### src/rtl/pipelined_adder.sv
// pipelined_adder
//   Wide adder with carry-in, split into STAGES equal chunks of CW = WIDTH/STAGES
//   bits. Each register stage adds one chunk, so the critical path is a single
//   CW-bit adder. The carry ripples from one stage to the next. A single
//   advance signal stalls the whole pipeline when the downstream side is not
//   ready.
//
// Parameters
//   WIDTH   operand/sum width, a multiple of STAGES
//   STAGES  pipeline depth = number of chunks (1..WIDTH)
//
// Ports
//   clk        rising-edge clock
//   rst_n      asynchronous active-low reset
//   in_valid   a/b/cin valid
//   in_ready   block accepts this cycle (combinational from out_valid/out_ready)
//   a, b, cin  operands and carry-in
//   out_valid  sum/cout/ovf valid
//   out_ready  downstream accepts this cycle
//   sum        (a + b + cin) mod 2^WIDTH
//   cout       unsigned carry out of bit WIDTH-1
//   ovf        signed overflow (carry into MSB xor carry out of MSB)
module pipelined_adder #(
  parameter int WIDTH  = 32,
  parameter int STAGES = 4
) (
  input  logic             clk,
  input  logic             rst_n,
  input  logic             in_valid,
  output logic             in_ready,
  input  logic [WIDTH-1:0] a,
  input  logic [WIDTH-1:0] b,
  input  logic             cin,
  output logic             out_valid,
  input  logic             out_ready,
  output logic [WIDTH-1:0] sum,
  output logic             cout,
  output logic             ovf
);

  localparam int CW = WIDTH / STAGES;

  function automatic logic [CW:0] chunk_add(input logic [CW-1:0] x,
                                            input logic [CW-1:0] y,
                                            input logic          ci);
    chunk_add = {1'b0, x} + {1'b0, y} + {{CW{1'b0}}, ci};
  endfunction

  // The carry into the MSB is recovered from that bit's full-adder inputs and
  // its sum bit, so no extra carry tap is needed inside the chunk adder.
  function automatic logic msb_overflow(input logic am, input logic bm,
                                        input logic sm, input logic co);
    msb_overflow = (am ^ bm ^ sm) ^ co;
  endfunction

  // Operand registers hold the not-yet-consumed chunks shifted down so the
  // next chunk always sits at bit 0; the vacated upper bits are constant zero,
  // which keeps the storage triangular after constant propagation.
  logic [WIDTH-1:0]  a_p   [STAGES];
  logic [WIDTH-1:0]  b_p   [STAGES];
  logic [WIDTH-1:0]  sum_p [STAGES];
  logic              cy_p  [STAGES];
  logic [STAGES-1:0] vld_p;
  logic              ovf_p;

  logic              adv;

  logic [WIDTH-1:0]  a_cur [STAGES];
  logic [WIDTH-1:0]  b_cur [STAGES];
  logic [WIDTH-1:0]  s_cur [STAGES];
  logic              c_cur [STAGES];
  logic [CW:0]       csum  [STAGES];
  logic [WIDTH-1:0]  s_nxt [STAGES];
  logic              ovf_nxt;

  assign adv       = !vld_p[STAGES-1] || out_ready;
  assign in_ready  = adv;
  assign out_valid = vld_p[STAGES-1];
  assign sum       = sum_p[STAGES-1];
  assign cout      = cy_p[STAGES-1];
  assign ovf       = ovf_p;

  always_comb begin
    a_cur[0] = a;
    b_cur[0] = b;
    s_cur[0] = '0;
    c_cur[0] = cin;
    for (int k = 1; k < STAGES; k++) begin
      a_cur[k] = a_p[k-1];
      b_cur[k] = b_p[k-1];
      s_cur[k] = sum_p[k-1];
      c_cur[k] = cy_p[k-1];
    end
    for (int k = 0; k < STAGES; k++) begin
      csum[k]                 = chunk_add(a_cur[k][CW-1:0], b_cur[k][CW-1:0], c_cur[k]);
      s_nxt[k]                = s_cur[k];
      s_nxt[k][k*CW +: CW]    = csum[k][CW-1:0];
    end
    ovf_nxt = msb_overflow(a_cur[STAGES-1][CW-1], b_cur[STAGES-1][CW-1],
                           csum[STAGES-1][CW-1], csum[STAGES-1][CW]);
  end

  // ---- stage registers: chunk k result, lower sums, remaining operands ----
  always_ff @(posedge clk or negedge rst_n) begin
    if (!rst_n) begin
      vld_p <= '0;
      ovf_p <= 1'b0;
      for (int k = 0; k < STAGES; k++) begin
        a_p[k]   <= '0;
        b_p[k]   <= '0;
        sum_p[k] <= '0;
        cy_p[k]  <= 1'b0;
      end
    end else if (adv) begin
      vld_p[0] <= in_valid && in_ready;
      for (int k = 1; k < STAGES; k++) begin
        vld_p[k] <= vld_p[k-1];
      end
      for (int k = 0; k < STAGES; k++) begin
        a_p[k]   <= a_cur[k] >> CW;
        b_p[k]   <= b_cur[k] >> CW;
        sum_p[k] <= s_nxt[k];
        cy_p[k]  <= csum[k][CW];
      end
      ovf_p <= ovf_nxt;
    end
  end

endmodule

### config.mk
export PLATFORM = sky130hd
export DESIGN_NAME = pipelined_adder
export DESIGN_NICKNAME = d
export VERILOG_FILES = /design/src/rtl/pipelined_adder.sv
export SDC_FILE = /design/constraint.sdc
export NUM_CORES = 1
export LEC_CHECK = 0
export CORE_MARGIN = 1
export CORE_UTILIZATION = 40
export CTS_BUF_LIST = sky130_fd_sc_hd__clkbuf_4 sky130_fd_sc_hd__clkbuf_8 sky130_fd_sc_hd__clkbuf_16
export CTS_CLUSTER_SIZE = 25
export DETAILED_ROUTE_END_ITERATION = 16
export GPL_TIMING_DRIVEN = 0
export SLEW_MARGIN = 10
export SYNTH_ARGS = -nofsm -noshare
export SYNTH_HDL_FRONTEND = slang
export SYNTH_SLANG_ARGS = --single-unit
export TNS_END_PERCENT = 10
### constraint.sdc
create_clock -name clk -period 6.29 [get_ports clk]
set_input_delay 1.258 -clock clk [delete_from_list [all_inputs] [get_ports clk]]
set_output_delay 1.258 -clock clk [all_outputs]
set_load 0.1 [all_outputs]
======== After elaboration in Yosys (flattened, before gate mapping) ========
Cells that the tools add are included.
word-level totals
  register bits ........................... 185
  latch bits .............................. 0
  RAM bits ................................ 0
  memory bits (read-only) ................. 0
  input port bits ......................... 69
  memories ................................ 0
cells by class
  $add $sub $neg .......................... 8
  $mul .................................... 0
  divide/modulo/power cells ............... 0
  $lt $le $gt $ge ......................... 0
  equal/unequal tests ..................... 0
  shifts and indexed selects .............. 0
  mux-type cells .......................... 0
  bitwise gates (word level) .............. 3
  reduce and logical (&&, ||, !) cells .... 3
operators by type and width
  operator              count
  adder 8 x 8 -> 9 bit  4
  adder 9 x 1 -> 9 bit  4
  bitwise XOR 1 bit     3
  logical AND 1 bit     1
  logical NOT 1 bit     1
  logical OR 1 bit      1

======== Depth between registers and ports, before layout ========
  word-level depth ........................ 4
  gate-level depth with buffers ........... 7

======== Worst setup path after synthesis ========
No wires, ideal clock.
  path kind ............................... input to output
  start ................................... input out_ready
  end ..................................... output in_ready
  arrival ................................. 2524 ps
  data required time ...................... 5032 ps
  setup slack ............................. 2508 ps
  stages .................................. 4
  cell sequence ........................... nor2b_1 -> buf_2 -> inv_2 -> clkbuf_1
on the way
  word-level cells in the longest chain between the ends .. 1
ends and longest elaborated chain
  item              RTL line  text
  from (decl)       35        input logic out_ready,
  logical OR 1 bit  76        assign adv = !vld_p[STAGES-1] || out_ready;
  to (decl)         30        output logic in_ready,
Every way passes these cells.

======== Final worst setup path ========
Same ends and word-level chain as after synthesis.

==> impl_metrics.json <==
{
  "drtAntennaViolNets": 0,
  "ys_types": 30,
  "layout-drive-gt1-share": 0.0518,
  "synth_seq_area_share": 0.571,
  "crit_path_end_kind": "output port",
  "cp-start-kind": "input port",
  "drt_iter0_markers": 358,
  "drt-wirelength-per-cell_um": 13.9,
  "final_util": 0.516,
  "overflow": 0,
  "yosysWarnings": 0,
  "dp_hpwl_um": 13300,
  "finalHoldViolations": 0,
  "ir_drop_uv": 204,
  "clockRootBuffer": "clkbuf_16",
  "leakage_nw": 5.10,
  "cts_resized": 0,
  "cts_setup_buffers": 0,
  "rows": 51,
  "ios": 105,
  "via_per_inst": 4.67,
  "dieWidth_um": 144,
  "cts_tree": "yes",
  "hp-class": "reg2reg",
  "grt_usage": 0.191,
  "netlist_instances": 906,
  "finalSetupViolCount": 0,
  "drv_cap": 0,
  "drt_first_pass_iters": 5,
  "synthToLayoutAreaGrowth_pct": 25.1,
  "final_cell_mix": "nand2_1 (491), dfrtp_1 (185), clkdlybuf4s50_1 (103)",
  "grt_pass1_vias": 5867,
  "grt_pass1_wl_um": 30100,
  "finalNonFillerCells": 1308,
  "ctsHoldBuffers": 0,
  "cellPowerDensity_mw_per_mm2": 579,
  "nFillCells": 1963,
  "critPathKind": "in2out",
  "insertion_delay_ns": 0.43,
  "io_buffers": 104,
  "cts_buffer_depth": 2,
  "final_nets": 1135,
  "fp.coreArea_mm2": 0.0197,
  "final_common_cell": "nand2_1",
  "max_clock_freq_mhz": 201,
  "die_h_um": 144,
  "cts.sinks": 185,
  "worstPathRequired_ns": 5.03,
  "routed_wl_um": 18100,
  "avgSynthCellArea_um2": 8.95,
  "htreeDepth": 4,
  "drcViolationCount": 0,
  "syn_nets": 1011,
  "synth_seq_cells": 185,
  "dieArea_mm2": 0.0208,
  "tightest_slew_ns": 0.976,
  "antenna_found_initial": 0,
  "vias": 6113,
  "place_inst": 1276,
  "fin_setup_tns_ns": 0,
  "status": "complete, no violations",
  "maxSlewViolCount": 0,
  "path_clk_slew_ns": 0.07,
  "fin_skew_ns": 0.00728,
  "arrival_ns": 3.71,
  "start_util": 0.413,
  "grt_max_degree": 112,
  "period_minus_slack_ns": 4.97,
  "numCtsBuffers": 17,
  "grt_setup_unrepaired": "no",
  "relSlewSlack": 0.347,
  "crit_path_max_fanout": 10,
  "final.period_utilization": 0.790,
  "gp_congestion": 0.803,
  "num_antenna_cells": 0,
  "power_mw": 5.87,
  "syn_area_mm2": 0.00811
}
-- metal layers --
| metal | GRT usage | routed length (um) |
|---|---|---|
| met1 | 0.281 | 9240 |
| met3 | 0.0285 | 725 |
| met5 | 0 | 0 |
| met2 | 0.287 | 7890 |
| met4 | 0.0665 | 288 |
-- synthesized netlist by cell type --
cell type / number / area share
a211oi_1: 8 / 0.0074
nand2b_1: 1 / 0.00077
a31oi_1: 3 / 0.0023
inv_1: 4 / 0.0019
nand2_1: 491 / 0.23
and3_1: 3 / 0.0023
a21oi_1: 24 / 0.015
nor2b_1: 1 / 0.00077
buf_2: 16 / 0.0099
dfrtp_1: 185 / 0.57
nor2_1: 15 / 0.0069
ha_1: 28 / 0.043
a211oi_2: 2 / 0.0031
buf_1: 16 / 0.0074
nor3_1: 8 / 0.0049
or4b_2: 1 / 0.0012
nor4b_1: 1 / 0.0011
o211ai_1: 1 / 0.00093
o21ai_0: 26 / 0.016
a221oi_1: 2 / 0.0022
nand3_1: 4 / 0.0025
inv_2: 1 / 0.00046
xnor2_1: 9 / 0.0097
a21o_1: 10 / 0.0093
fa_1: 8 / 0.020
nor3b_1: 8 / 0.0074
clkbuf_1: 10 / 0.0046
o21bai_1: 8 / 0.0074
xor2_1: 9 / 0.0097
mux2i_1: 3 / 0.0037
-- critical path, stage by stage --
cell	delay [ns]
clkdlybuf4s50_1	0.45
nor2b_1	0.04
buf_2	0.16
inv_2	0.11
clkbuf_1	0.45
clkdlybuf4s50_1	1.24
-- cell families (layout without fill, tap and decap cells) --
group           Yosys count  count (layout)  synth area share
fa+ha+maj                36              36            0.0630
compound gates           84              84            0.0634
mux                       3               3           0.00370
flops                   185             185             0.571
simple gates            533             533             0.255
xor+xnor                 18              18            0.0194
buf+inv                  47             184            0.0242
-- power breakdown --
group / leakage (nW) / internal, mW / total, mW / switching [mW]
clock: 0.308 / 0.644 / 1.15 / 0.501
combinational: 2.55 / 0.847 / 2.71 / 1.86
sequential: 2.24 / 1.71 / 2.02 / 0.311
-- path summary, 6_finish.rpt --
check	startpoint	endpoint	slack [ns]	cells past startpoint
worst max register to register	a_cur[0]$_DFFE_PN0N_	ovf$_DFFE_PN0N_	3.88	7
worst max-delay path	out_ready	in_ready	1.32	6
worst min register to register	vld_p[2]$_DFFE_PN0N_	vld_p[3]$_DFFE_PN0N_	0.46	1
max in group asynchronous	rst_n	sum[26]$_DFFE_PN0N_	4.53	2
min in group asynchronous	rst_n	b_cur[66]$_DFFE_PN0N_	0.80	1
worst min-delay path	vld_p[2]$_DFFE_PN0N_	vld_p[3]$_DFFE_PN0N_	0.46	1
-- metrics by stage --
stage               cell area [um2]  hold WS (ns)  setup WS [ns]
floorplan                      8110         0.430           2.51
global placement               9480         0.445          -3.88
detailed placement             9510         0.448           1.29
CTS                           10100         0.465           1.29
global route                  10100         0.488           1.22
finish                        10100         0.463           1.32
-- layout make-up --
type | count | area [um2] | share of cell area
sequential | 185 | 4630 | 0.456
multi-input combinational | 674 | 3280 | 0.324
timing repair buffer | 105 | 1070 | 0.106
clock buffer | 17 | 425 | 0.0419
tap | 265 | 332 | 0.0327
clock inverter | 15 | 206 | 0.0204
buffer | 42 | 178 | 0.0175
inverter | 5 | 18.8 | 0.00185
-- flip-flops by register name, summed over array words and instances, names as in the netlist --
register  flops
c_cur         3
b_cur        48
ovf           1
cout          1
a_cur        48
s_cur        48
vld_p         4
sum          32
Note: power is estimated with default switching activity, not from simulation.
